===== src/rtl/rf_sequencer.sv =====
// rf_sequencer: four-state instruction sequencer driving a two-entry, 4-bit
// register file. Each accepted instruction runs READ -> EXEC -> WRITE,
// which gives one instruction per 4 cycles.
// Operands are captured before WRITE, so a destination may also be a source.
module rf_sequencer (
  input  logic       clk,
  input  logic       rst,
  input  logic       instr_valid,
  output logic       instr_ready,
  input  logic [9:0] instr,
  output logic       rf_sa,
  output logic       rf_sb,
  input  logic [3:0] rf_a,
  input  logic [3:0] rf_b,
  output logic       rf_da,
  output logic       rf_w,
  output logic [3:0] rf_d,
  output logic       busy,
  output logic       done,
  output logic       carry,
  output logic       zero,
  output logic       err
);

  typedef enum logic [1:0] {
    S_IDLE  = 2'd0,
    S_READ  = 2'd1,
    S_EXEC  = 2'd2,
    S_WRITE = 2'd3
  } state_t;

  state_t     state_q;
  logic [9:0] instr_q;
  logic [3:0] opa_q;
  logic [3:0] opb_q;
  logic [3:0] rf_d_q;
  logic       rf_w_q;
  logic       ready_q;
  logic       busy_q;
  logic       done_q;
  logic       carry_q;
  logic       zero_q;
  logic       err_q;

  // Next-state values for the result and flags, applied at the EXEC->WRITE edge
  logic [3:0] res_d;
  logic [4:0] sum_d;
  logic       wr_d;
  logic       carry_d;
  logic       zero_d;
  logic       err_d;

  // Decode the latched opcode against the captured operands
  always_comb begin
    res_d   = 4'd0;
    sum_d   = 5'd0;
    wr_d    = 1'b0;
    carry_d = carry_q;
    err_d   = err_q;
    case (instr_q[9:7])
      3'b000: begin
        wr_d = 1'b0;
      end
      3'b001: begin
        res_d = instr_q[3:0];
        wr_d  = 1'b1;
      end
      3'b010: begin
        res_d = opa_q;
        wr_d  = 1'b1;
      end
      3'b011: begin
        sum_d   = {1'b0, opa_q} + {1'b0, opb_q};
        res_d   = sum_d[3:0];
        carry_d = sum_d[4];
        wr_d    = 1'b1;
      end
      3'b100: begin
        res_d   = opa_q - opb_q;
        carry_d = (opa_q < opb_q);
        wr_d    = 1'b1;
      end
      3'b101: begin
        res_d = opa_q & opb_q;
        wr_d  = 1'b1;
      end
      3'b110: begin
        res_d = opa_q ^ opb_q;
        wr_d  = 1'b1;
      end
      default: begin
        err_d = 1'b1;
      end
    endcase
    if (wr_d) begin
      zero_d = (res_d == 4'd0);
    end else begin
      zero_d = zero_q;
    end
  end

  // Sequencer FSM with all outputs registered
  always_ff @(posedge clk or posedge rst) begin
    if (rst) begin
      state_q <= S_IDLE;
      instr_q <= 10'd0;
      opa_q   <= 4'd0;
      opb_q   <= 4'd0;
      rf_d_q  <= 4'd0;
      rf_w_q  <= 1'b0;
      ready_q <= 1'b1;
      busy_q  <= 1'b0;
      done_q  <= 1'b0;
      carry_q <= 1'b0;
      zero_q  <= 1'b0;
      err_q   <= 1'b0;
    end else begin
      case (state_q)
        S_IDLE: begin
          rf_w_q <= 1'b0;
          done_q <= 1'b0;
          if (instr_valid && ready_q) begin
            instr_q <= instr;
            err_q   <= 1'b0;
            ready_q <= 1'b0;
            busy_q  <= 1'b1;
            state_q <= S_READ;
          end
        end
        S_READ: begin
          opa_q   <= rf_a;
          opb_q   <= rf_b;
          state_q <= S_EXEC;
        end
        S_EXEC: begin
          carry_q <= carry_d;
          zero_q  <= zero_d;
          err_q   <= err_d;
          rf_w_q  <= wr_d;
          done_q  <= 1'b1;
          if (wr_d) begin
            rf_d_q <= res_d;
          end
          state_q <= S_WRITE;
        end
        S_WRITE: begin
          rf_w_q  <= 1'b0;
          done_q  <= 1'b0;
          busy_q  <= 1'b0;
          ready_q <= 1'b1;
          state_q <= S_IDLE;
        end
        default: begin
          rf_w_q  <= 1'b0;
          done_q  <= 1'b0;
          busy_q  <= 1'b0;
          ready_q <= 1'b1;
          state_q <= S_IDLE;
        end
      endcase
    end
  end

  // Selects and write address come straight from the latched instruction
  assign rf_sa       = instr_q[5];
  assign rf_sb       = instr_q[4];
  assign rf_da       = instr_q[6];
  assign rf_d        = rf_d_q;
  assign rf_w        = rf_w_q;
  assign instr_ready = ready_q;
  assign busy        = busy_q;
  assign done        = done_q;
  assign carry       = carry_q;
  assign zero        = zero_q;
  assign err         = err_q;

endmodule


===== config.mk =====
export PLATFORM = sky130hd
export DESIGN_NAME = rf_sequencer
export DESIGN_NICKNAME = d
export VERILOG_FILES = /design/src/rtl/rf_sequencer.sv
export SDC_FILE = /design/constraint.sdc
export NUM_CORES = 1
export LEC_CHECK = 0
export BUFFER_PORTS_ARGS = -buffer_cell sky130_fd_sc_hd__buf_2
export CELL_PAD_IN_SITES_DETAIL_PLACEMENT = 0
export CELL_PAD_IN_SITES_GLOBAL_PLACEMENT = 1
export CORE_MARGIN = 1.5
export CORE_UTILIZATION = 42
export CTS_CLUSTER_DIAMETER = 150
export DETAILED_ROUTE_END_ITERATION = 8
export HOLD_SLACK_MARGIN = 0.03
export PLACE_DENSITY = 0.81
export REMOVE_ABC_BUFFERS = 1
export SYNTH_ARGS = -nofsm -noshare
export SYNTH_HDL_FRONTEND = slang
export SYNTH_SLANG_ARGS = --single-unit

===== constraint.sdc =====
create_clock -name clk -period 2.4 [get_ports clk]
set_input_delay 0.36 -clock clk [delete_from_list [all_inputs] [get_ports clk]]
set_output_delay 0.36 -clock clk [all_outputs]
set_load 0.01 [all_outputs]

# --- After elaboration in Yosys (flattened, before gate mapping) ---
# Index checks and enable logic that the tools add are counted.
word_totals:
  word_cells: 57
  in_bits: 21
  regBits: 31
  out_inout_bits: 14
op_classes:
  n_bitwise: 2
  order_cmp: 1
  mux: 13
  n_reduce_logical: 16
  n_addsub: 2
  eq_ne: 11
ops:
  columns: ["operator", "count"]
  rows:
  - ["one-hot mux 4 bit (6 select lines)", 1]
  - ["one-hot mux 1 bit (2 select lines)", 6]
  - ["equality test 3 bit, second input constant", 3]
  - ["one-hot mux 2 bit (4 select lines)", 1]
  - ["AND reduction 2 bit", 4]
  - ["nonzero test 2 bit", 4]
  - ["OR reduction 7 bit", 1]
  - ["equality test 3 x 2 -> 1 bit, second input constant", 2]
  - ["OR reduction 6 bit", 1]
  - ["adder 4 x 4 -> 5 bit", 1]
  - ["AND 4 bit", 1]
  - ["equality test 2 bit, second input constant", 2]
  - ["zero test 4 bit", 1]
  - ["less-than comparator 4 bit", 1]
  - ["2-to-1 mux 1 bit", 4]
  - ["inequality test 2 bit, second input constant", 2]
  - ["subtractor 4 bit", 1]
  - ["bitwise XOR 4 bit", 1]
  - ["equality test 3 x 1 -> 1 bit, second input constant", 1]
  - ["zero test 3 bit", 1]
  - ["AND reduction 3 bit", 1]
  - ["equality test 2 x 1 -> 1 bit, second input constant", 1]
  - ["zero test 2 bit", 1]
  - ["2-to-1 mux 2 bit", 1]
  - ["other kinds (2)", 2]

# --- Logic depth before layout (Yosys ltp) ---
# Gate-level depths: netlist of the first run.
depth:
  ltp_word: 4
  ltp_mapped: 9

# --- Least setup slack after synthesis of the first run ---
# OpenSTA, ideal clock, no wires.
synth_path:
  kind: "register to register"
  start: "reg opa_q[0]"
  end: "reg zero_q (netlist: zero)"
  path_stages_with_launch: 10
  setup_time_ns: 0.122
  setup_slack_ns: 0.530
  period_less_slack_ns: 1.870
  arrival_time_ns: 1.748
  required_ns: 2.278
  cell_sequence: "dfrtp_1 inv_1 ha_1 inv_1 fa_1 xor2_1 a31oi_1 o221ai_1 nor2_1 a32o_1"
synth_via:
  elab_chain_len: 3
  word_cells_on_any_way: 6
  classes_between: "add/sub: 2; mux: 1; bitwise: 2; reduce/logical: 1"
synth_lines:
  columns: ["element", "line_no", "rtl"]
  rows:
  - ["from (decl)", "34", "logic [3:0] opa_q;"]
  - ["from (signal assigned)", "131", "opa_q <= rf_a;"]
  - ["subtractor 4 bit, or another cell as far along", "79", "res_d = opa_q - opb_q;"]
  - ["one-hot mux 4 bit (6 select lines) *", "60", "case (instr_q[9:7])"]
  - ["zero test 4 bit *", "96", "zero_d = (res_d == 4'd0);"]
  - ["to (signal assigned)", "137", "zero_q <= zero_d;"]
  - ["to (decl)", "42", "logic zero_q;"]
# Every way passes the cells marked *; elsewhere a longest branch is shown, timed or not.
# A chain may end at the register's enable or synchronous reset.

# --- Worst setup path after layout of the first run ---
layout_path:
  start: "reg opa_q[0]"
  end: "reg carry_q (netlist: carry)"
layout_via:
  elab_chain_len: 2
  word_cells_on_any_way: 3
  classes_between: "add/sub: 1; order compare: 1; mux: 1"
layout_lines:
  columns: ["element", "line_no", "rtl"]
  rows:
  - ["adder 4 x 4 -> 5 bit or less-than comparator 4 bit (tied branches)", "73, 80", null]
  - ["one-hot mux 1 bit (2 select lines) *", "60", null]
  - ["to (signal assigned)", "136", "carry_q <= carry_d;"]
  - ["to (decl)", "41", "logic carry_q;"]
# Marked as above.

==> results of run 1 <==
==> layer usage <==
| layer | vias to the layer above | wire length [um] | part of all wire | global-route usage |
|---|---|---|---|---|
| met4 | 0 | 60 | 0.015 | 0.0850 |
| met2 | 33 | 1970 | 0.51 | 0.321 |
| met1 | 688 | 1680 | 0.43 | 0.219 |
| met5 | - | 0 | 0 | 0 |
| li1 | 669 | - | - | - |
| met3 | 5 | 167 | 0.043 | 0.0536 |
==> state kept, by name (all words and copies together), names as in the netlist <==
signal,count
instr_q,10
opa_q,4
opb_q,4
rf_d,4
state_q,2
busy,1
carry,1
done,1
err,1
instr_ready,1
rf_w,1
zero,1
==> power by group <==
part / internal (mW) / leakage (nW) / switching (mW)
clock network: 0.203 / 0.0422 / 0.189
logic: 0.780 / 0.603 / 0.859
registers: 0.781 / 0.377 / 0.290
==> kinds of logic after synthesis <==
logic type,count (synthesis)
compound gates,44
simple gates,37
xor+xnor,3
fa+ha+maj,14
flops,31
buf+inv,25
mux,20
==> metrics by stage <==
step                      hold slack [ns]  area, um2  cells   util
after detailed placement            0.476       1990    249  0.490
after floorplan                     0.463       1750    164      -
final                               0.155       2070    257  0.510
after global placement              0.462       1990    249  0.490
after CTS                           0.170       2070    257  0.510
after global routing                0.209       2070    257  0.510
==> cells in the mapped netlist (all sizes together) <==
library cell | count | area (um2)
fa | 2 | 40.0
nor3b | 2 | 20.0
nand2b | 1 | 6.26
inv | 15 | 56.3
o211ai | 2 | 15.0
a221oi | 1 | 8.76
a21oi | 14 | 70.1
mux2 | 17 | 191
o221ai | 1 | 8.76
and4b | 1 | 13.8
nand2 | 16 | 60.1
xnor2 | 2 | 17.5
ha | 12 | 150
a21o | 3 | 23.8
a211o | 1 | 8.76
mux2i | 3 | 30.0
a311oi | 1 | 15.0
a2111oi | 1 | 8.76
xor2 | 1 | 8.76
buf | 6 | 42.5
dfstp | 1 | 26.3
clkbuf | 4 | 15.0
nor3 | 1 | 5.00
dfrtp | 30 | 751
a211oi | 1 | 7.51
a22oi | 1 | 7.51
o22ai | 1 | 6.26
o21bai | 1 | 7.51
nor2b | 3 | 18.8
a32oi | 1 | 8.76
a32o | 1 | 10.0
a31oi | 2 | 12.5
and3b | 2 | 17.5
o211a | 1 | 10.0
nand3 | 3 | 15.0
nand3b | 1 | 7.51
nor2 | 6 | 22.5
and3 | 1 | 6.26
o21ai | 11 | 55.1
==> cell type report <==
class	instances	area [um2]
sequential	31	777
fill	387	1990
clock buffer	7	76.3
multi-input combinational	118	915
clock inverter	1	5.00
tap	50	62.6
timing repair buffer	35	178
inverter	15	56.3
==> path summary, 6_finish.rpt <==
kind,startpoint,end,slack [ns],depth (start not counted)
min,rst,opb_q[1],0.15,2
max in group asynchronous,rst,rf_d[3],1.59,3
min reg2reg,rf_w,rf_w,0.49,2
min in group clk,rf_b[3],opb_q[3],0.29,3
max,opa_q[0],carry,0.34,6
max reg2reg,opa_q[0],carry,0.34,6
==> impl_metrics.csv, run 1 <==
group,metric,value,unit
run_status,status,"finished, final reports clean",
detailed_routing,vias_per_cell,5.43,
cells_and_area,drive_gt1_frac,0.304,
place,gp_congestion,0.802,
grt,grt_max_degree,21,
clock_tree,cts.clk_slew.worst_paths,0.06,ns
sta,tightest_slew,0.640,ns
cells_and_area,antennaDiodeCount,0,
detailed_routing,drt_iter0_markers,38,
cells_and_area,mostFrequentLayoutCell,"buf_2",
clock_tree,cts_htree_levels,2,
sta,maxSlewHeadroom,0.573,
synthesis,synth_compound_area_frac,0.157,
cells_and_area,final_net_count,241,
place,io_buffers,34,
cells_and_area,area_growth,14.6,%
sta,finClkSkew,0.00361,ns
setup_path,startpoint_type,"register",
clock_tree,cts_max_path_buffers,2,
die,num_rows,23,
synthesis,synth_simple_gate_area_share,0.107,
synthesis,synth.cell_area,1810,um2
grt,grt_pass1_wl,6.32,mm
sta,period_needed,2.06,ns
setup_path,path_cells,"ha_1 > fa_1 > a21o_1 > a2111oi_0 > o21ai_0 > o211a_1",
sta,setup-tns-final,0,ns
detailed_routing,drc,0,
clock_tree,clk_latency,0.28,ns
setup_path,critical_path_class,"register to register",
power,fin_total_pwr,3.10,mW
setup_path,critical_path_buf_inv_count,0,
detailed_routing,wl_per_cell,15.1,um
clock_tree,cts_root_buffer,"clkbuf_8",
synthesis,synth_seq_cells,31,
power,leakagePower,1.02,nW
setup_path,cp_top_family,"compound AO/OA/AOI/OAI gates",
clock_tree,numCtsBuffers,5,
die,io_pins,35,
sta,slew_violations,0,
clock_tree,clock-sinks,31,
grt,antenna_found_initial,0,
synthesis,seq_area_frac_synth,0.430,
setup_path,slowest_delay,0.42,ns
power,ir_drop,0.648,mV
detailed_routing,ant_nets,0,
synthesis,avgSynthCellArea,10.4,um2
sta,fin_ws,0.342,ns
die,start_util,0.445,
clock_tree,cts_resized,0,
synthesis,synth_cells,174,
detailed_routing,wirelength,3.88,mm
place,pre_cts_slack,0.354,ns
flow_run,drv_cap,0,
synthesis,yosysWarnings,0,
power,p_per_area,1500,nW/um2
grt,gr-total-overflow,0,
setup_path,slowest_stage,"fa_1",
setup_path,crit_arrival,2.23,ns
die,core_area,4060,um2
detailed_routing,drt_pass1_iterations,4,
synthesis,synth_cell_types,43,
detailed_routing,vias,1395,
sta,fmax,486,MHz
die,die_w,68.6,um
setup_path,cp_max_fo,3,
grt,grt_pass1_vias,1441,
sta,hold_violations,0,
min_path,hold_path_class,"input port to asynchronous set/reset pin",
cells_and_area,final_cell_mix,"buf_2 (34), dfrtp_1 (30), mux2_2 (17)",
synthesis,muxShareOfSynthArea,0.123,
synthesis,synthAdderAreaFrac,0.105,
synthesis,synth_xor_area_frac,0.0146,
synthesis,synth_top_family_by_area,"compound AO/OA/AOI/OAI gates",
place,hpwl,2.92,mm
clock_tree,cts.hold.buffers_added,0,
die,die-area,4700,um2
die,fp.dieH,68.6,um
clock_tree,post_cts.repair.setup_buffers,0,
setup_path,cp_data_required_time,2.57,ns
clock_tree,cts_tree,"yes",
grt,track_usage,0.189,
setup_path,endpoint_kind,"register",
sta,rsz0062_at_grt,"no",
sta,period_share,0.857,
sta,finalSetupViolCount,0,
(Power assumes the default switching activity.)
==> inputs of run 2 (changes only) <==
--- a/config.mk
+++ b/config.mk
@@ -9,11 +9,11 @@
 export CELL_PAD_IN_SITES_DETAIL_PLACEMENT = 0
 export CELL_PAD_IN_SITES_GLOBAL_PLACEMENT = 1
 export CORE_MARGIN = 1.5
-export CORE_UTILIZATION = 42
+export CORE_UTILIZATION = 38
 export CTS_CLUSTER_DIAMETER = 150
 export DETAILED_ROUTE_END_ITERATION = 8
 export HOLD_SLACK_MARGIN = 0.03
-export PLACE_DENSITY = 0.81
+export PLACE_DENSITY = 0.78
 export REMOVE_ABC_BUFFERS = 1
 export SYNTH_ARGS = -nofsm -noshare
 export SYNTH_HDL_FRONTEND = slang
==> constraint.sdc (replaced) <==
create_clock -name clk -period 1.89 [get_ports clk]
set_input_delay 0.2835 -clock clk [delete_from_list [all_inputs] [get_ports clk]]
set_output_delay 0.2835 -clock clk [all_outputs]
set_load 0.01 [all_outputs]
==> run 2 against run 1 <==
Against the previous run:
- the flow now finishes with violations (setup timing)
- clock power grew 38%
- wire length grew 1.5%
- critical path depth grew 2
- via count grew 2.7%
- clock skew grew 0.0016 ns
- core utilization shrank 0.22 points
- count of clock-buffer cells in the layout is the same
- cell count grew 7.4%
- die area grew 10%
- first-iteration DRC count grew 53%
==> impl_metrics.csv, run 2 (same netlist as run 1, synthesis figures left out) <==
group,metric,value,unit
cells_and_area,n_fill_cell,412,
cells_and_area,regMostFlops,"instr_q",
grt,track_usage,0.163,
detailed_routing,wirelength,3.94,mm
sta,maxSlewHeadroom,0.675,
run_status,violations,"setup timing",
sta,rsz0062_at_grt,"yes",
detailed_routing,drc,0,
cells_and_area,fin_cells,276,
grt,gr-total-overflow,0,
power,p_per_area,1970,nW/um2
die,start_util,0.404,
sta,slew_violations,0,
setup_path,path_common_cell,"inv_2",
setup_path,path_cells,"inv_2 > ha_4 > inv_2 > fa_2 > nand2_1 > a32oi_1 > a21oi_1 > a32o_1",
detailed_routing,wl_per_cell,14.3,um
die,io_pins,35,
sta,period_share,1.02,
cells_and_area,area_growth,25.8,%
detailed_routing,vias_per_cell,5.19,
sta,fin_ws,-0.0319,ns
setup_path,critical_path_class,"register to register",
cells_and_area,mostFrequentLayoutCell,"buf_2",
setup_path,reg2reg_slack,-0.03,ns
power,leakagePower,1.11,nW
clock_tree,cts_htree_levels,2,
clock_tree,cts_max_path_buffers,2,
cells_and_area,final_net_count,258,
place,io_buffers,34,
setup_path,crit-reg2reg-launch,"opa_q[0]",
sta,setup-tns-final,-0.0319,ns
setup_path,r2r-end,"zero",
die,fp.dieH,71.9,um
setup_path,slowest_stage,"fa_2",
cells_and_area,drive_gt1_frac,0.406,
grt,grt_pass1_vias,1441,
setup_path,cp_data_required_time,2.07,ns
setup_path,cp_max_fo,3,
sta,fmax,520,MHz
clock_tree,cts_tree,"yes",
place,hpwl,2.85,mm
clock_tree,cts_root_buffer,"clkbuf_8",
die,die-area,5170,um2
detailed_routing,vias,1433,
die,num_rows,24,
cells_and_area,final_cell_mix,"buf_2 (34), dfrtp_1 (30), buf_4 (18)",
place,gp_congestion,0.831,
setup_path,startpoint_type,"register",
grt,antenna_found_initial,0,
min_path,hold_path_class,"input port to asynchronous set/reset pin",
cells_and_area,fin_area,2270,um2
cells_and_area,largest_reg_flops,10,
clock_tree,clock-sinks,31,
place,dp_cells,263,
sta,period_needed,1.92,ns
clock_tree,numCtsBuffers,5,
die,die_w,71.9,um
grt,grt_pass1_wl,6.55,mm
cells_and_area,antennaDiodeCount,0,
sta,hold_violations,0,
detailed_routing,drt_pass1_iterations,4,
place,placed_area,2080,um2
sta,finClkSkew,0.00517,ns
setup_path,r2r.worst_path.cells,8,
clock_tree,cts.clk_slew.worst_paths,0.07,ns
clock_tree,clk_latency,0.28,ns
setup_path,endpoint_kind,"register",
die,core_area,4470,um2
sta,tightest_slew,0.488,ns
detailed_routing,ant_nets,0,
grt,grt_max_degree,32,
power,ir_drop,0.827,mV
power,fin_total_pwr,4.47,mW
run_status,status,"finished, violations left",
flow_run,drv_cap,0,
setup_path,slowest_delay,0.53,ns
detailed_routing,drt_iter0_markers,58,
sta,finalSetupViolCount,1,
setup_path,crit_arrival,2.10,ns
-- run 2: cell types whose count changed in the layout (fill, tap and decap cells not counted), sizes merged --
cell / change
buf: +17
-- run 2: worst max path at each step --
stage	start	to	slack [ns]	depth (start not counted)
6_report	opa_q[0]	zero	-0.03	8
5_1_grt	opb_q[2]	zero	-0.12	7
4_1_cts	opb_q[0]	zero	-0.04	7
3_5_place_dp	opa_q[0]	zero	-0.13	9
3_3_place_gp	opa_q[0]	zero	-0.08	9
2_1_floorplan	opa_q[0]	zero	0.005	9
-- run 2: layout make-up --
type / instances / area, um2 / share of cell area
Multi-Input combinational cell: 118 / 977 / 0.430
Inverter: 15 / 56.3 / 0.0248
Clock inverter: 1 / 5.00 / 0.00220
Tap cell: 52 / 65.1 / 0.0286
Timing Repair Buffer: 52 / 305 / 0.134
Sequential cell: 31 / 777 / 0.342
Clock buffer: 7 / 86.3 / 0.0380
-- run 2: what timing repair did --
action | 4_1_cts | 5_1_grt
hold buffers | 0 | 0
resized for setup | 12 | 3
endpoints found under the setup margin | 4 | 5
pin swaps | 15 | 4
setup buffers | 3 | 2
-- run 2: routing by layer --
metal  routed length (um)  global-route usage  vias up
met2                 1870               0.262       35
met4                   65              0.0608        0
met1                 1800               0.207      690
met3                  209              0.0500        8
li1                     -                   -      700
met5                    0                   0        -
-- run 2: critical path: cells and delay by family (launching register included) --
kind            cells  cell delay (ns)
simple gates        1             0.05
flops               1             0.40
buf+inv             2             0.13
fa+ha+maj           2             0.67
compound gates      3             0.57
-- run 2: metrics by stage --
step	hold slack (ns)	utilization	setup slack (ns)
3_5_place_dp	0.392	0.465	-0.125
4_1_cts	0.0811	0.501	-0.0407
3_3_place_gp	0.386	0.465	-0.0839
6_report	0.0727	0.508	-0.0319
2_1_floorplan	0.386	-	0.00462
5_1_grt	0.121	0.508	-0.121
-- run 2: power breakdown --
group          total [mW]  leakage (nW)  switching, mW  internal [mW]
sequential           1.27         0.377          0.277          0.993
combinational        2.66         0.687           1.33           1.33
clock               0.542        0.0482          0.249          0.293
